File: src/rtl/hyper_mvblck_sched.sv
// Four-channel round-robin scheduler that splits DRAM-to-LSAB moves into page-safe chunks.
// Optional grant-wait counter: define HYPER_MVBLCK_SCHED_STALL_EN to build STALL_CNT.
module hyper_mvblck_sched #(
    parameter int MAX_BLK    = 24,
    parameter bit KEEP_ALIGN = 1'b1
) (
    input  logic         CLK,
    input  logic         RST,
    input  logic [3:0]   REQ,
    input  logic [127:0] REQ_ADDR,
    input  logic [63:0]  REQ_LEN,
    output logic [3:0]   ACK,
    output logic [3:0]   DONE,
    output logic [11:0]  BLCK_START,
    output logic [4:0]   BLCK_COUNT_REQ,
    output logic [1:0]   BLCK_SECTION,
    output logic         BLCK_ISSUE,
    input  logic         BLCK_WORKING,
    output logic [19:0]  MCU_PAGE_ADDR,
    output logic         MCU_REQUEST_ALIGN,
    input  logic         MCU_GRANT_ALIGN,
    output logic [15:0]  STALL_CNT
);

    localparam logic [2:0] S_IDLE    = 3'd0;
    localparam logic [2:0] S_CALC    = 3'd1;
    localparam logic [2:0] S_ALIGN   = 3'd2;
    localparam logic [2:0] S_ISSUE   = 3'd3;
    localparam logic [2:0] S_WAIT_UP = 3'd4;
    localparam logic [2:0] S_WAIT_DN = 3'd5;
    localparam logic [2:0] S_ADV     = 3'd6;

    logic [2:0]  state;
    logic [31:0] cur_addr;
    logic [15:0] remaining;
    logic [1:0]  chan;
    logic [1:0]  rr_last;
    logic        working_q;

    logic [1:0]  pick;
    logic        pick_valid;
    logic [1:0]  cand;
    logic [12:0] room;
    logic        rem_small;
    logic        room_small;
    logic [4:0]  chunk;
    logic [31:0] next_addr;
    logic [15:0] next_rem;

    // Round-robin search starting just above the last channel served.
    // NOTE: every variable written in always_comb gets a default first, so no latch is inferred.
    always_comb begin
        pick       = rr_last;
        pick_valid = 1'b0;
        cand       = rr_last;
        for (int i = 1; i <= 4; i++) begin
            cand = rr_last + 2'(i);
            if (!pick_valid && REQ[cand]) begin
                pick       = cand;
                pick_valid = 1'b1;
            end
        end
    end

    // chunk = min(remaining, MAX_BLK, room); all candidates below 32 compare in 5 bits.
    assign room       = 13'd4096 - {1'b0, cur_addr[11:0]};
    assign rem_small  = remaining < 16'(MAX_BLK);
    assign room_small = room < 13'(MAX_BLK);

    always_comb begin
        chunk = 5'(MAX_BLK);
        if (rem_small && (!room_small || remaining[4:0] <= room[4:0]))
            chunk = remaining[4:0];
        else if (room_small)
            chunk = room[4:0];
    end

    assign next_addr = cur_addr + {27'd0, BLCK_COUNT_REQ};
    assign next_rem  = remaining - {11'd0, BLCK_COUNT_REQ};

    // NOTE: sequential state uses non-blocking assignments so every flop samples pre-edge values.
    always_ff @(posedge CLK) begin
        if (!RST) begin
            state             <= S_IDLE;
            cur_addr          <= 32'd0;
            remaining         <= 16'd0;
            chan              <= 2'd0;
            rr_last           <= 2'd3;
            working_q         <= 1'b0;
            ACK               <= 4'd0;
            DONE              <= 4'd0;
            BLCK_START        <= 12'd0;
            BLCK_COUNT_REQ    <= 5'd0;
            BLCK_SECTION      <= 2'd0;
            BLCK_ISSUE        <= 1'b0;
            MCU_PAGE_ADDR     <= 20'd0;
            MCU_REQUEST_ALIGN <= 1'b0;
        end else begin
            ACK        <= 4'd0;
            DONE       <= 4'd0;
            BLCK_ISSUE <= 1'b0;
            working_q  <= BLCK_WORKING;
            case (state)
                S_IDLE: begin
                    if (pick_valid) begin
                        cur_addr  <= REQ_ADDR[32*pick +: 32];
                        remaining <= REQ_LEN[16*pick +: 16];
                        chan      <= pick;
                        rr_last   <= pick;
                        ACK       <= 4'b0001 << pick;
                        state     <= S_CALC;
                    end
                end
                S_CALC: begin
                    if (remaining == 16'd0) begin
                        DONE  <= 4'b0001 << chan;
                        state <= S_IDLE;
                    end else begin
                        BLCK_START     <= cur_addr[11:0];
                        BLCK_COUNT_REQ <= chunk;
                        BLCK_SECTION   <= chan;
                        MCU_PAGE_ADDR  <= cur_addr[31:12];
                        // Alignment still held means the page did not change since the last chunk.
                        if (MCU_REQUEST_ALIGN) begin
                            state <= S_ISSUE;
                        end else begin
                            MCU_REQUEST_ALIGN <= 1'b1;
                            state             <= S_ALIGN;
                        end
                    end
                end
                S_ALIGN: begin
                    if (MCU_GRANT_ALIGN)
                        state <= S_ISSUE;
                end
                S_ISSUE: begin
                    if (!BLCK_WORKING) begin
                        BLCK_ISSUE <= 1'b1;
                        state      <= S_WAIT_UP;
                    end
                end
                S_WAIT_UP: begin
                    if (BLCK_WORKING)
                        state <= S_WAIT_DN;
                end
                S_WAIT_DN: begin
                    if (working_q && !BLCK_WORKING)
                        state <= S_ADV;
                end
                S_ADV: begin
                    cur_addr  <= next_addr;
                    remaining <= next_rem;
                    if (next_addr[11:0] == 12'd0 || KEEP_ALIGN == 1'b0 || next_rem == 16'd0)
                        MCU_REQUEST_ALIGN <= 1'b0;
                    state <= S_CALC;
                end
                default: state <= S_IDLE;
            endcase
        end
    end

`ifdef HYPER_MVBLCK_SCHED_STALL_EN
    logic [15:0] stall_cnt;

    always_ff @(posedge CLK) begin
        if (!RST) begin
            stall_cnt <= 16'd0;
        end else if (((state == S_ALIGN && !MCU_GRANT_ALIGN) ||
                      (state == S_ISSUE && BLCK_WORKING)) && stall_cnt != 16'hFFFF) begin
            stall_cnt <= stall_cnt + 16'd1;
        end
    end

    assign STALL_CNT = stall_cnt;
`else
    assign STALL_CNT = 16'h0000;
`endif

endmodule

File: config.mk
export PLATFORM = sky130hd
export DESIGN_NAME = hyper_mvblck_sched
export DESIGN_NICKNAME = d
export VERILOG_FILES = /design/src/rtl/hyper_mvblck_sched.sv
export SDC_FILE = /design/constraint.sdc
export NUM_CORES = 1
export LEC_CHECK = 0
export BUFFER_PORTS_ARGS = -buffer_cell sky130_fd_sc_hd__buf_2
export CAP_MARGIN = 15
export CORE_MARGIN = 4
export CORE_UTILIZATION = 52
export CTS_CLUSTER_SIZE = 30
export DETAILED_ROUTE_END_ITERATION = 6
export PLACE_DENSITY = 0.94
export SLEW_MARGIN = 10
export SYNTH_ARGS = -nofsm -noshare
export SYNTH_HDL_FRONTEND = slang
export SYNTH_SLANG_ARGS = --single-unit
File: constraint.sdc
create_clock -name CLK -period 7.4 [get_ports CLK]
set_input_delay 0.37 -clock CLK [delete_from_list [all_inputs] [get_ports CLK]]
set_output_delay 0.37 -clock CLK [all_outputs]
set_load 0.02 [all_outputs]
==> summary.txt <==
STA
  • Sum of negative setup slack: 0 ns
  • Final clock skew: 0.0136 ns
  • Transition time at the pin with the least slew margin: between 1 and 1.5 ns
  • Hold Fails Final Rpt: 0
  • Final count of negative-setup-slack endpoints: 0
  • Relative slew slack: slightly above 30%
  • Pins over their slew limit: 0
  • Min cycle time layout: about 3.0 ns
  • Final worst path period share: between 40% and 50%
  • Upper clock frequency limit: 334 MHz
  • RSZ-0062 raised after global routing: false
  • Post-layout worst setup margin: approximately 4.4 ns

Yosys
  • Adder and majority cell fraction of the synthesized area: about 3.3%
  • Number of enable-type register cells in the synthesized netlist: 0
  • Post-Synth XOR/XNOR Area: between 1 and 1.5%
  • Sequential share of the synthesized area: ~29%
  • Fraction of synthesized area in multiplexers: ~14%
  • Area share of and/or/nand/nor cells after synthesis: 22.3%
  • Main combinational cell family by area after synthesis: compound AO/OA/AOI/OAI gates
  • Prevailing post-synth register cell: sky130_fd_sc_hd__dfxtp_1
  • Compound-Gate Fraction of Synth Area: between 20% and 30%
  • Synth Cell Area: 7340 sq um
  • Share of flip-flops with an asynchronous set or reset after synthesis: 0%
  • Total number of yosys warnings: 0
  • Count of mapped cells out of synthesis: around 950
  • Distinct cell type count of the synthesized netlist: a little over 70
  • Average cell area after synthesis: roughly 7.8 sq um
  • Number of register bits inferred by synthesis: approximately 110

Clocking
  • CTS root buf: sky130_fd_sc_hd__clkbuf_16
  • Post-CTS Repair Setup Buffers: 0
  • TritonCTS Sinks: between 100 and 150
  • Max Buffers Root-to-Sink: 2
  • Number of H-tree levels: 3
  • CTS tree: yes
  • Post-CTS sizing: 0
  • Number of CTS-inserted buffers: 9
  • Worst skew pair latency: roughly 0.36 ns
  • Number of buffers inserted for hold repair after clock tree synthesis: 0
  • Clock slew at reported path FFs: roughly 0.080 ns

Power and ir drop
  • Net switching fraction of the power: a little over two fifths
  • Worst supply voltage drop on vdd: 0.000275 V
  • Portion of total power attributed to combinational logic: a little under half
  • Areal power density over the cells: 271 nW/um^2
  • Clock group share of total power: 20.4%
  • Net switching power figure: 1.03 mW
  • Leakage power total: between 3 and 4 nW
  • Design internal power: roughly 1.4 mW
  • Flop pwr share: 34.1%

Critical path
  • Reg-to-Reg Start: rr_last[1]$_SDFFE_PN1P_
  • Highest fanout seen on the critical path: 26
  • Endpoint kind of the worst setup timing path: flop
  • CP startpoint: rr_last[1]$_SDFFE_PN1P_
  • WP data required: 7.67 ns
  • Cell depth of the worst flop-to-flop path: 5
  • Critical path startpoint category: flop
  • Data arrival, critical path: 3.26 ns
  • Capturing element of the worst setup path: remaining[3]$_SDFFE_PN0P_
  • Setup slack, reg-to-reg: 4.40 ns
  • End of the worst register-to-register path: remaining[3]$_SDFFE_PN0P_
  • Worst setup path category: reg2reg

Global routing
  • Total congestion overflow after global routing: 0
  • Pin count of the biggest net entering global routing: 66
  • GR Util All Layers: about 30%
  • Number of antenna violations at the first check in global routing: 1
  • First-pass GRT wire length: between 30 and 40 mm
  • Number of global-route vias before repair: about 7.6k

Drt
  • Number of optimization iterations in the first detailed-route pass: 6
  • Final antenna-violating net count: 0
  • Routed via count: around 8k
  • Vias per inst: 6.14
  • DRC marker count from the first detailed-route iteration: approximately 870
  • Average wire length per cell after detail routing: approximately 19 um
  • Count of unresolved DRC violations after routing: 0
  • Total detailed-routing wirelength: 25.4 mm

Finish
  • Nets@finish: 1362
  • Layout cells sized above 1: 25.5%
  • Signed area change from the synthesized netlist to the final layout: 20.1%

Job
  • Max Cap Viol: 0

Placement
  • Estimated wirelength of the detail-placed design: 19.0 mm
  • Worst slack, placed: 4.29 ns
  • Last weighted congestion value of the routability-driven placer: slightly below 1
  • Number of I/O port buffers: between 200 and 250

Die
  • Chip width: approximately 130 um
  • Die Area: about 16000 sq um
  • Cell row count: between 40 and 50
  • Starting density of the core: between 50 and 60%
  • IO Pins: between 200 and 300
  • Std-Cell Core Area: roughly 14000 sq um
  • Die Y: approximately 130 um

Worst hold path
  • Path category of the worst min-delay check: in2reg

Status
  • Run status: finished, final reports clean
cell families after synthesis:
kind of cell	Yosys count
other	1
xor gates and xnor gates	9
and+or+nand+nor	341
buffers and inverters	106
AOI/OAI and AO/OA	260
adders and majority gates	18
DFF	105
muxes	105
per-stage QoR:
| step | total power, mW | hold slack [ns] | area, sq um | util [%] | cells |
|---|---|---|---|---|---|
| 2_1_floorplan | 1.58 | 0.438 | 7390 | - | 960 |
| 3_3_place_gp | 1.85 | 0.439 | 8520 | 61.6 | 1313 |
| 3_5_place_dp | 1.88 | 0.444 | 8520 | 61.6 | 1313 |
| 4_1_cts | 2.36 | 0.219 | 8810 | 63.7 | 1329 |
| 5_1_grt | 2.53 | 0.236 | 8820 | 63.8 | 1330 |
| 6_report | 2.39 | 0.227 | 8820 | 63.8 | 1330 |
final cells by class:
type | instances | area, sq um
Fill cell | 1210 | 5010
Multi-Input combinational cell | 749 | 4800
Sequential cell | 105 | 2100
Timing Repair Buffer | 259 | 1320
Clock buffer | 13 | 250
Tap cell | 180 | 225
Inverter | 20 | 75.1
Clock inverter | 3 | 40.0
Antenna cell | 1 | 2.50
state kept, by name, indices dropped and copies added (netlist names), 3 cells and up:
signal          flops
cur_addr           32
MCU_PAGE_ADDR      20
remaining          16
BLCK_START         12
BLCK_COUNT_REQ      5
ACK                 4
DONE                4
state               3
synthesized netlist by cell type, types with 4 or more instances:
master / n / area (sq um)
sky130_fd_sc_hd__nand2_1: 149 / 559
sky130_fd_sc_hd__o21a_1: 11 / 82.6
sky130_fd_sc_hd__a311oi_1: 9 / 78.8
sky130_fd_sc_hd__o31a_1: 7 / 61.3
sky130_fd_sc_hd__inv_1: 20 / 75.1
sky130_fd_sc_hd__nand4_1: 13 / 81.3
sky130_fd_sc_hd__ha_1: 16 / 200
sky130_fd_sc_hd__nand3_1: 24 / 120
sky130_fd_sc_hd__or4_1: 8 / 60.1
sky130_fd_sc_hd__buf_2: 16 / 80.1
sky130_fd_sc_hd__o31ai_1: 4 / 30.0
sky130_fd_sc_hd__nor3_1: 30 / 150
sky130_fd_sc_hd__dfxtp_1: 105 / 2100
sky130_fd_sc_hd__o22ai_1: 11 / 68.8
sky130_fd_sc_hd__a21oi_1: 89 / 445
sky130_fd_sc_hd__or3_1: 6 / 37.5
sky130_fd_sc_hd__nor2_1: 44 / 165
sky130_fd_sc_hd__nand2b_1: 9 / 56.3
sky130_fd_sc_hd__xnor2_1: 4 / 35.0
sky130_fd_sc_hd__a31oi_1: 9 / 56.3
sky130_fd_sc_hd__a21o_1: 5 / 37.5
sky130_fd_sc_hd__nor4_1: 17 / 106
sky130_fd_sc_hd__a211oi_1: 15 / 113
sky130_fd_sc_hd__xor2_1: 5 / 43.8
sky130_fd_sc_hd__nor2b_1: 6 / 37.5
sky130_fd_sc_hd__o21ai_1: 7 / 35.0
sky130_fd_sc_hd__clkbuf_1: 42 / 158
sky130_fd_sc_hd__a2111oi_0: 8 / 70.1
sky130_fd_sc_hd__buf_4: 26 / 195
sky130_fd_sc_hd__nand3b_1: 5 / 37.5
sky130_fd_sc_hd__and3_1: 12 / 75.1
sky130_fd_sc_hd__mux2_2: 6 / 67.6
sky130_fd_sc_hd__o221ai_1: 10 / 87.6
sky130_fd_sc_hd__mux2i_1: 99 / 991
sky130_fd_sc_hd__o21ai_0: 38 / 190
routing by layer:
metal | global-route usage [%] | vias to the layer above | wire length (um)
met5 | 0 | - | 0
met4 | 13.9 | 0 | 997
met3 | 7.71 | 72 | 2590
met2 | 48.9 | 480 | 11900
met1 | 37.9 | 3759 | 9910
li1 | - | 3859 | -
power by group through the flow:
stage | clock (mW) | sequential [mW] | combinational (mW)
6_report | 0.486 | 0.814 | 1.09
5_1_grt | 0.510 | 0.829 | 1.19
4_1_cts | 0.490 | 0.805 | 1.06
3_5_place_dp | 0 | 0.817 | 1.06
3_3_place_gp | 0 | 0.813 | 1.04
2_1_floorplan | 0 | 0.772 | 0.810
how the worst min path moves through the flow:
stage	startpoint	endpoint	cells after the start
finish	BLCK_WORKING	BLCK_ISSUE$_SDFF_PN0_	2
global route	BLCK_WORKING	BLCK_ISSUE$_SDFF_PN0_	2
CTS	BLCK_WORKING	BLCK_ISSUE$_SDFF_PN0_	2
detailed placement	BLCK_START[8]$_SDFFE_PN0P_	BLCK_START[8]$_SDFFE_PN0P_	2
global placement	BLCK_START[5]$_SDFFE_PN0P_	BLCK_START[5]$_SDFFE_PN0P_	2
floorplan	chan[1]$_SDFFE_PN0P_	DONE[1]$_SDFF_PP0_	1
worst max-delay path, cell delays in order (launching register included):
cell and delay (ns):
sky130_fd_sc_hd__dfxtp_1 0.39, sky130_fd_sc_hd__nor3b_1 0.49, sky130_fd_sc_hd__or3_1 0.89, sky130_fd_sc_hd__nand2_1 0.60, sky130_fd_sc_hd__o22a_1 0.33, sky130_fd_sc_hd__a211oi_1 0.19
placed cells by master (no fill, tap or decap), types with 5 or more instances in the layout:
| cell | n |
|---|---|
| sky130_fd_sc_hd__buf_2 | 248 |
| sky130_fd_sc_hd__nand2_1 | 149 |
| sky130_fd_sc_hd__dfxtp_1 | 105 |
| sky130_fd_sc_hd__mux2i_1 | 99 |
| sky130_fd_sc_hd__a21oi_1 | 88 |
| sky130_fd_sc_hd__nor2_1 | 44 |
| sky130_fd_sc_hd__o21ai_0 | 38 |
| sky130_fd_sc_hd__nor3_1 | 30 |
| sky130_fd_sc_hd__nand3_1 | 24 |
| sky130_fd_sc_hd__inv_1 | 19 |
| sky130_fd_sc_hd__nor4_1 | 17 |
| sky130_fd_sc_hd__ha_1 | 16 |
| sky130_fd_sc_hd__conb_1 | 16 |
| sky130_fd_sc_hd__a211oi_1 | 15 |
| sky130_fd_sc_hd__nand4_1 | 13 |
| sky130_fd_sc_hd__and3_1 | 12 |
| sky130_fd_sc_hd__o22ai_1 | 11 |
| sky130_fd_sc_hd__o21a_1 | 11 |
| sky130_fd_sc_hd__buf_4 | 11 |
| sky130_fd_sc_hd__o221ai_1 | 10 |
| sky130_fd_sc_hd__nand2b_1 | 9 |
| sky130_fd_sc_hd__a311oi_1 | 9 |
| sky130_fd_sc_hd__clkbuf_16 | 9 |
| sky130_fd_sc_hd__or4_1 | 8 |
| sky130_fd_sc_hd__a31oi_1 | 8 |
| sky130_fd_sc_hd__a2111oi_0 | 8 |
| sky130_fd_sc_hd__o31a_1 | 7 |
| sky130_fd_sc_hd__or3_1 | 6 |
| sky130_fd_sc_hd__mux2_2 | 6 |
| sky130_fd_sc_hd__o21ai_1 | 6 |
| sky130_fd_sc_hd__nor2b_1 | 6 |
| sky130_fd_sc_hd__xor2_1 | 5 |
| sky130_fd_sc_hd__a21o_1 | 5 |
| sky130_fd_sc_hd__nand3b_1 | 5 |
Power figures use the tool's default switching activity.
